--- config.mk ---
export PLATFORM = sky130hd
export DESIGN_NAME = imem_port_arbiter
export DESIGN_NICKNAME = d
export VERILOG_FILES = /design/src/rtl/imem_port_arbiter.sv
export SDC_FILE = /design/constraint.sdc
export NUM_CORES = 1
export LEC_CHECK = 0
export ABC_CLOCK_PERIOD_IN_PS = 2400
export BUFFER_PORTS_ARGS = -buffer_cell sky130_fd_sc_hd__buf_2
export CORE_AREA = 2 2 124 126
export CTS_BUF_LIST = sky130_fd_sc_hd__clkbuf_4 sky130_fd_sc_hd__clkbuf_8
export CTS_CLUSTER_DIAMETER = 100
export DETAILED_ROUTE_END_ITERATION = 16
export DIE_AREA = 0 0 126 128
export HOLD_SLACK_MARGIN = 0.06
export PLACE_DENSITY_LB_ADDON = 0.1
export SYNTH_ARGS = -nofsm -noshare
export SYNTH_HDL_FRONTEND = slang
export SYNTH_SLANG_ARGS = --single-unit
--- constraint.sdc ---
create_clock -name clk -period 2.4 [get_ports clk]
set_clock_uncertainty 0.15 [all_clocks]
set_input_delay 0.24 -clock clk [delete_from_list [all_inputs] [get_ports clk]]
set_output_delay 0.24 -clock clk [all_outputs]
set_load 0.01 [all_outputs]
--- src/rtl/imem_port_arbiter.sv ---
// Instruction-memory port owner: sequences boot load then run, and shares the
// single port between the loader (BOOT), the IFU fetch path and debug reads (RUN).
module imem_port_arbiter #(
  parameter bit          BOOT_ON_RESET = 1'b1,
  parameter logic [31:0] NOP_INSTR     = 32'h0000_0000,
  parameter int          CNT_W         = 16
) (
  input  logic             clk,
  input  logic             reset,
  input  logic [31:0]      fetch_addr,
  output logic [31:0]      fetch_instr,
  output logic             fetch_stall,
  output logic             core_run,
  input  logic             ld_valid,
  output logic             ld_ready,
  input  logic [31:0]      ld_addr,
  input  logic [31:0]      ld_data,
  input  logic             ld_last,
  output logic             ld_err,
  output logic [CNT_W-1:0] load_count,
  input  logic             reload,
  input  logic             dbg_req,
  input  logic [31:0]      dbg_addr,
  output logic             dbg_ack,
  output logic [31:0]      dbg_rdata,
  output logic [31:0]      mem_addr,
  output logic             mem_we,
  output logic [31:0]      mem_wdata,
  input  logic [31:0]      mem_rdata
);

  typedef enum logic {BOOT, RUN} state_t;

  state_t state, state_nxt;
  logic   dbg_grant;
  logic   ld_fire;
  logic   unused_addr_bits;

  assign unused_addr_bits = ^{fetch_addr[1:0], dbg_addr[1:0]};

  always_ff @(posedge clk) begin
    if (reset) state <= BOOT_ON_RESET ? BOOT : RUN;
    else       state <= state_nxt;
  end

  // Port steering is purely from state, dbg_req/dbg_ack and addresses; mem_rdata
  // only ever reaches data outputs.
  always_comb begin
    state_nxt   = state;
    ld_ready    = 1'b0;
    ld_fire     = 1'b0;
    core_run    = 1'b0;
    dbg_grant   = 1'b0;
    fetch_stall = 1'b1;
    fetch_instr = NOP_INSTR;
    mem_addr    = {fetch_addr[31:2], 2'b00};
    mem_we      = 1'b0;
    mem_wdata   = ld_data;
    case (state)
      BOOT: begin
        ld_ready = 1'b1;
        ld_fire  = ld_valid;
        mem_addr = {ld_addr[31:2], 2'b00};
        mem_we   = ld_valid & ~reset;
        if (ld_valid && ld_last) state_nxt = RUN;
      end
      RUN: begin
        core_run = 1'b1;
        // The ack cycle is always handed back to fetch so it is never starved.
        dbg_grant = dbg_req & ~dbg_ack;
        if (dbg_grant) begin
          mem_addr = {dbg_addr[31:2], 2'b00};
        end else begin
          fetch_stall = 1'b0;
          fetch_instr = mem_rdata;
        end
        if (reload) state_nxt = BOOT;
      end
      default: state_nxt = state;
    endcase
  end

  always_ff @(posedge clk) begin
    if (reset) begin
      dbg_ack    <= 1'b0;
      dbg_rdata  <= 32'h0;
      ld_err     <= 1'b0;
      load_count <= '0;
    end else begin
      dbg_ack <= dbg_grant;
      if (dbg_grant) dbg_rdata <= mem_rdata;
      if (ld_fire) begin
        if (load_count != '1) load_count <= load_count + CNT_W'(1);
        if (ld_addr[1:0] != 2'b00) ld_err <= 1'b1;
      end
      // ld_err survives a reload; only reset clears it.
      if (state == RUN && reload) load_count <= '0;
    end
  end

endmodule

==> impl_table.tex <==
\begin{tabular}{lr}
\hline
Metric & Value \\
\hline
\multicolumn{2}{l}{\textbf{Run status}} \\
Status & completed \\
\multicolumn{2}{l}{\textbf{Placement}} \\
GP Congestion & between 0.7 and 0.8 \\
Detailed-placement wirelength estimate & between 9000 and 10000 microns \\
Placed Instance Area & $\sim$0.0044 sq mm \\
Count of buffers inserted at the top-level ports & 245 \\
Worst Setup Slack post-DPL & $\sim$500 ps \\
\multicolumn{2}{l}{\textbf{Synthesis}} \\
Synth Flop Type & sky130\_fd\_sc\_hd\_\_dfxtp\_1 \\
Mapped cell area & 0.003166 sq mm \\
EDFF count, synth & 0 \\
Gate count of the mapped netlist & approximately 430 \\
Sequential element share of the synthesized area & 0.3225 \\
Number of warnings issued by yosys & 0 \\
Post-Synthesis Mean Instance Area & 7.294 sq um \\
Number of synthesized register bits & 51 \\
Synth cell types & 40 \\
Share of synthesized flip-flops with an asynchronous set or reset & 0 \\
\multicolumn{2}{l}{\textbf{Final layout}} \\
Leading cell types in the layout, fill and taps excluded & sky130\_fd\_sc\_hd\_\_buf\_2, sky130\_fd\_sc\_hd\_\_a21oi\_1, sky130\_fd\_sc\_hd\_\_nand2\_1 \\
Final-layout fill cell count & 1655 \\
Most common cell after layout, fill and taps aside & sky130\_fd\_sc\_hd\_\_buf\_2 \\
Fin area & 0.004817 sq mm \\
Diode insertion count for antenna repair & 0 \\
Layout-stage area growth over the synthesis result & 52.17\% \\
Layout cell share with drive strength beyond 1 & 0.4170 \\
Final-stage net count & roughly 840 \\
\multicolumn{2}{l}{\textbf{Floorplan}} \\
Die Area & about 0.016 sq mm \\
Starting utilization of the core area & 0.2130 \\
Core area & around 0.015 sq mm \\
FP Rows & 45 \\
Die boundary height & approximately 130 microns \\
Die Span X & around 130 microns \\
Ports & 316 \\
\multicolumn{2}{l}{\textbf{Route}} \\
Total DRC errors in the routed layout & 0 \\
Vias per cell & about 4.4 \\
Vias after detailed routing & approximately 3800 \\
Post-detailed-routing wire length & about 12000 microns \\
Post-route antenna net violation count & 0 \\
Number of DRC markers in iteration 0 & $\sim$150 \\
Average detailed-routed wire length per instance & 14.54 microns \\
Iteration count of the initial detailed-routing pass & 4 \\
\multicolumn{2}{l}{\textbf{Clock network}} \\
Clk slew on worst S/H paths & around 90 ps \\
Clock buffer depth & 2 \\
CTS H-tree depth & 2 \\
Root Driver & sky130\_fd\_sc\_hd\_\_clkbuf\_8 \\
PostCTS Resize Cnt & 0 \\
CTS buffer count & 5 \\
Count of hold-fix buffers inserted at cts & 35 \\
CTS tree & done \\
Clk sinks & between 50 and 60 \\
Clock Latency Late Sink & a little over 300 ps \\
Setup repair bufs after CTS & 0 \\
\multicolumn{2}{l}{\textbf{STA}} \\
Final worst-path cycle share & 0.8861 \\
Final worst setup slack & approximately 270 ps \\
Setup violations, final & 0 \\
Count of final hold-check violations & 0 \\
Final count of pins violating max slew & 0 \\
Worst relative slew slack & 0.5440 \\
Worst-case hold slack & 95.86 ps \\
Setup TNS & 0 ps \\
Highest attainable clock frequency & between 400 and 500 MHz \\
Slew @ Worst Pin & roughly 700 ps \\
Final critical delay including setup and external delays & 2127 ps \\
RSZ-0062 raised after global routing & no \\
\multicolumn{2}{l}{\textbf{Setup path}} \\
Worst setup EP type & output port \\
Maximum net fanout on the critical path & 49 \\
R2R depth & 5 \\
Startpoint of the most critical register-to-register path & load\_count[0] \\
Minimum setup slack among reg-to-reg paths & 490 ps \\
Critical path capture point & mem\_addr[4] \\
Kind of start point of the critical path & flip-flop \\
Critical register-to-register path endpoint & load\_count[10] \\
WP data required & 2010 ps \\
Setup CP Type & flip-flop to output port \\
Arr. time, crit path & roughly 1700 ps \\
Startpoint of the most critical setup path & dbg\_ack \\
\multicolumn{2}{l}{\textbf{Power}} \\
Cell leakage power & roughly 2.5 nW \\
Overall Power & 0.002002 W \\
Largest voltage drop on the vdd net & 0.2007 mV \\
Ratio of total power to cell area & between 400 and 500 mW/mm\^{}2 \\
\multicolumn{2}{l}{\textbf{Run}} \\
Number of max-cap violations & 0 \\
\multicolumn{2}{l}{\textbf{Global routing}} \\
Initial antenna violation count & 0 \\
Met2 Resource Use GR & 0.2252 \\
First-pass GRT wire length & 18580 microns \\
Grt peak-use layer & met2 \\
Global router's overall resource usage & 0.1421 \\
Global-route met3 utilization & 0.04174 \\
Vias in the first global route & roughly 3600 \\
Remaining Overflow, GRT & 0 \\
Largest net degree at the start of global routing & slightly above 80 \\
Met1 track demand over resource & 0.1925 \\
\multicolumn{2}{l}{\textbf{Hold path}} \\
Worst min-delay path category & input pin to flip-flop \\
\hline
\end{tabular}
-- Yosys cell counts, types with 2 or more instances --
cell,count,share of area
sky130_fd_sc_hd__a21oi_1,76,0.12
sky130_fd_sc_hd__nand2_1,73,0.087
sky130_fd_sc_hd__dfxtp_1,51,0.32
sky130_fd_sc_hd__nor2_1,40,0.047
sky130_fd_sc_hd__and3_1,34,0.067
sky130_fd_sc_hd__buf_4,34,0.081
sky130_fd_sc_hd__mux2i_1,31,0.098
sky130_fd_sc_hd__clkbuf_1,25,0.030
sky130_fd_sc_hd__o21ai_0,9,0.014
sky130_fd_sc_hd__nand4_1,7,0.014
sky130_fd_sc_hd__or3_1,7,0.014
sky130_fd_sc_hd__nand3_1,6,0.0095
sky130_fd_sc_hd__buf_2,5,0.0079
sky130_fd_sc_hd__a31o_2,3,0.0083
sky130_fd_sc_hd__nor4_1,3,0.0059
sky130_fd_sc_hd__a31oi_1,2,0.0040
sky130_fd_sc_hd__and4_1,2,0.0055
sky130_fd_sc_hd__inv_1,2,0.0024
sky130_fd_sc_hd__nand2b_1,2,0.0040
sky130_fd_sc_hd__nor3_1,2,0.0032
-- registers in the layout (all words and copies together) (netlist names) --
signal	cells
dbg_rdata	32
load_count	16
dbg_ack	1
ld_err	1
state	1
-- critical path: stages (launching register included) --
cell	delay (ps)
sky130_fd_sc_hd__dfxtp_1	340
sky130_fd_sc_hd__nand2b_2	160
sky130_fd_sc_hd__buf_12	280
sky130_fd_sc_hd__mux2i_1	120
sky130_fd_sc_hd__a21oi_1	310
sky130_fd_sc_hd__buf_2	200
-- stage by stage --
stage | std cells | util
final | 857 | 0.3241
after CTS | 857 | 0.3241
after global routing | 857 | 0.3241
after global placement | 814 | 0.2935
after floorplan | 435 | -
after detailed placement | 814 | 0.2935
-- cell type report --
class | instances | area [sq um] | share of cell area
Clock buffer | 8 | 103.9 | 0.02156
Inverter | 2 | 7.507 | 0.001558
Multi-Input combinational cell | 316 | 1757 | 0.3647
Sequential cell | 51 | 1022 | 0.2122
Tap cell | 188 | 235.2 | 0.04883
Timing Repair Buffer | 292 | 1692 | 0.3512
-- power by group --
group	total [W]	leakage (nW)	internal, W	switching (W)
Sequential	0.000883	0.414	0.000869	0.0000145
Clock	0.000567	0.0549	0.000275	0.000291
Combinational	0.000552	2.05	0.000264	0.000288
Total	0.00200	2.52	0.00141	0.000593
-- cells by family after synthesis --
family,after synthesis,share of synthesized area
buf+inv,68,0.1253
flops,51,0.3225
other cells,1,0.001185
compound gates,96,0.1628
fa+ha+maj,1,0.003952
mux,31,0.09802
simple gates,186,0.2862
-- metal layers --
metal  vias up  wire [microns]
met5         -               0
met4         0             115
met3        15             876
met2       140            5902
met1      1716            5565
li1       1937               -
-- worst min path at each step --
stage | start | endpoint | slack (ps) | cells past startpoint
floorplan | mem_rdata[0] | dbg_rdata[0] | 230 | 2
global placement | ld_err | ld_err | 280 | 2
detailed placement | ld_err | ld_err | 290 | 2
CTS | ld_valid | state | 80 | 3
global route | ld_valid | state | 100 | 3
finish | ld_valid | state | 100 | 3
Power figures use the tool's default switching activity.
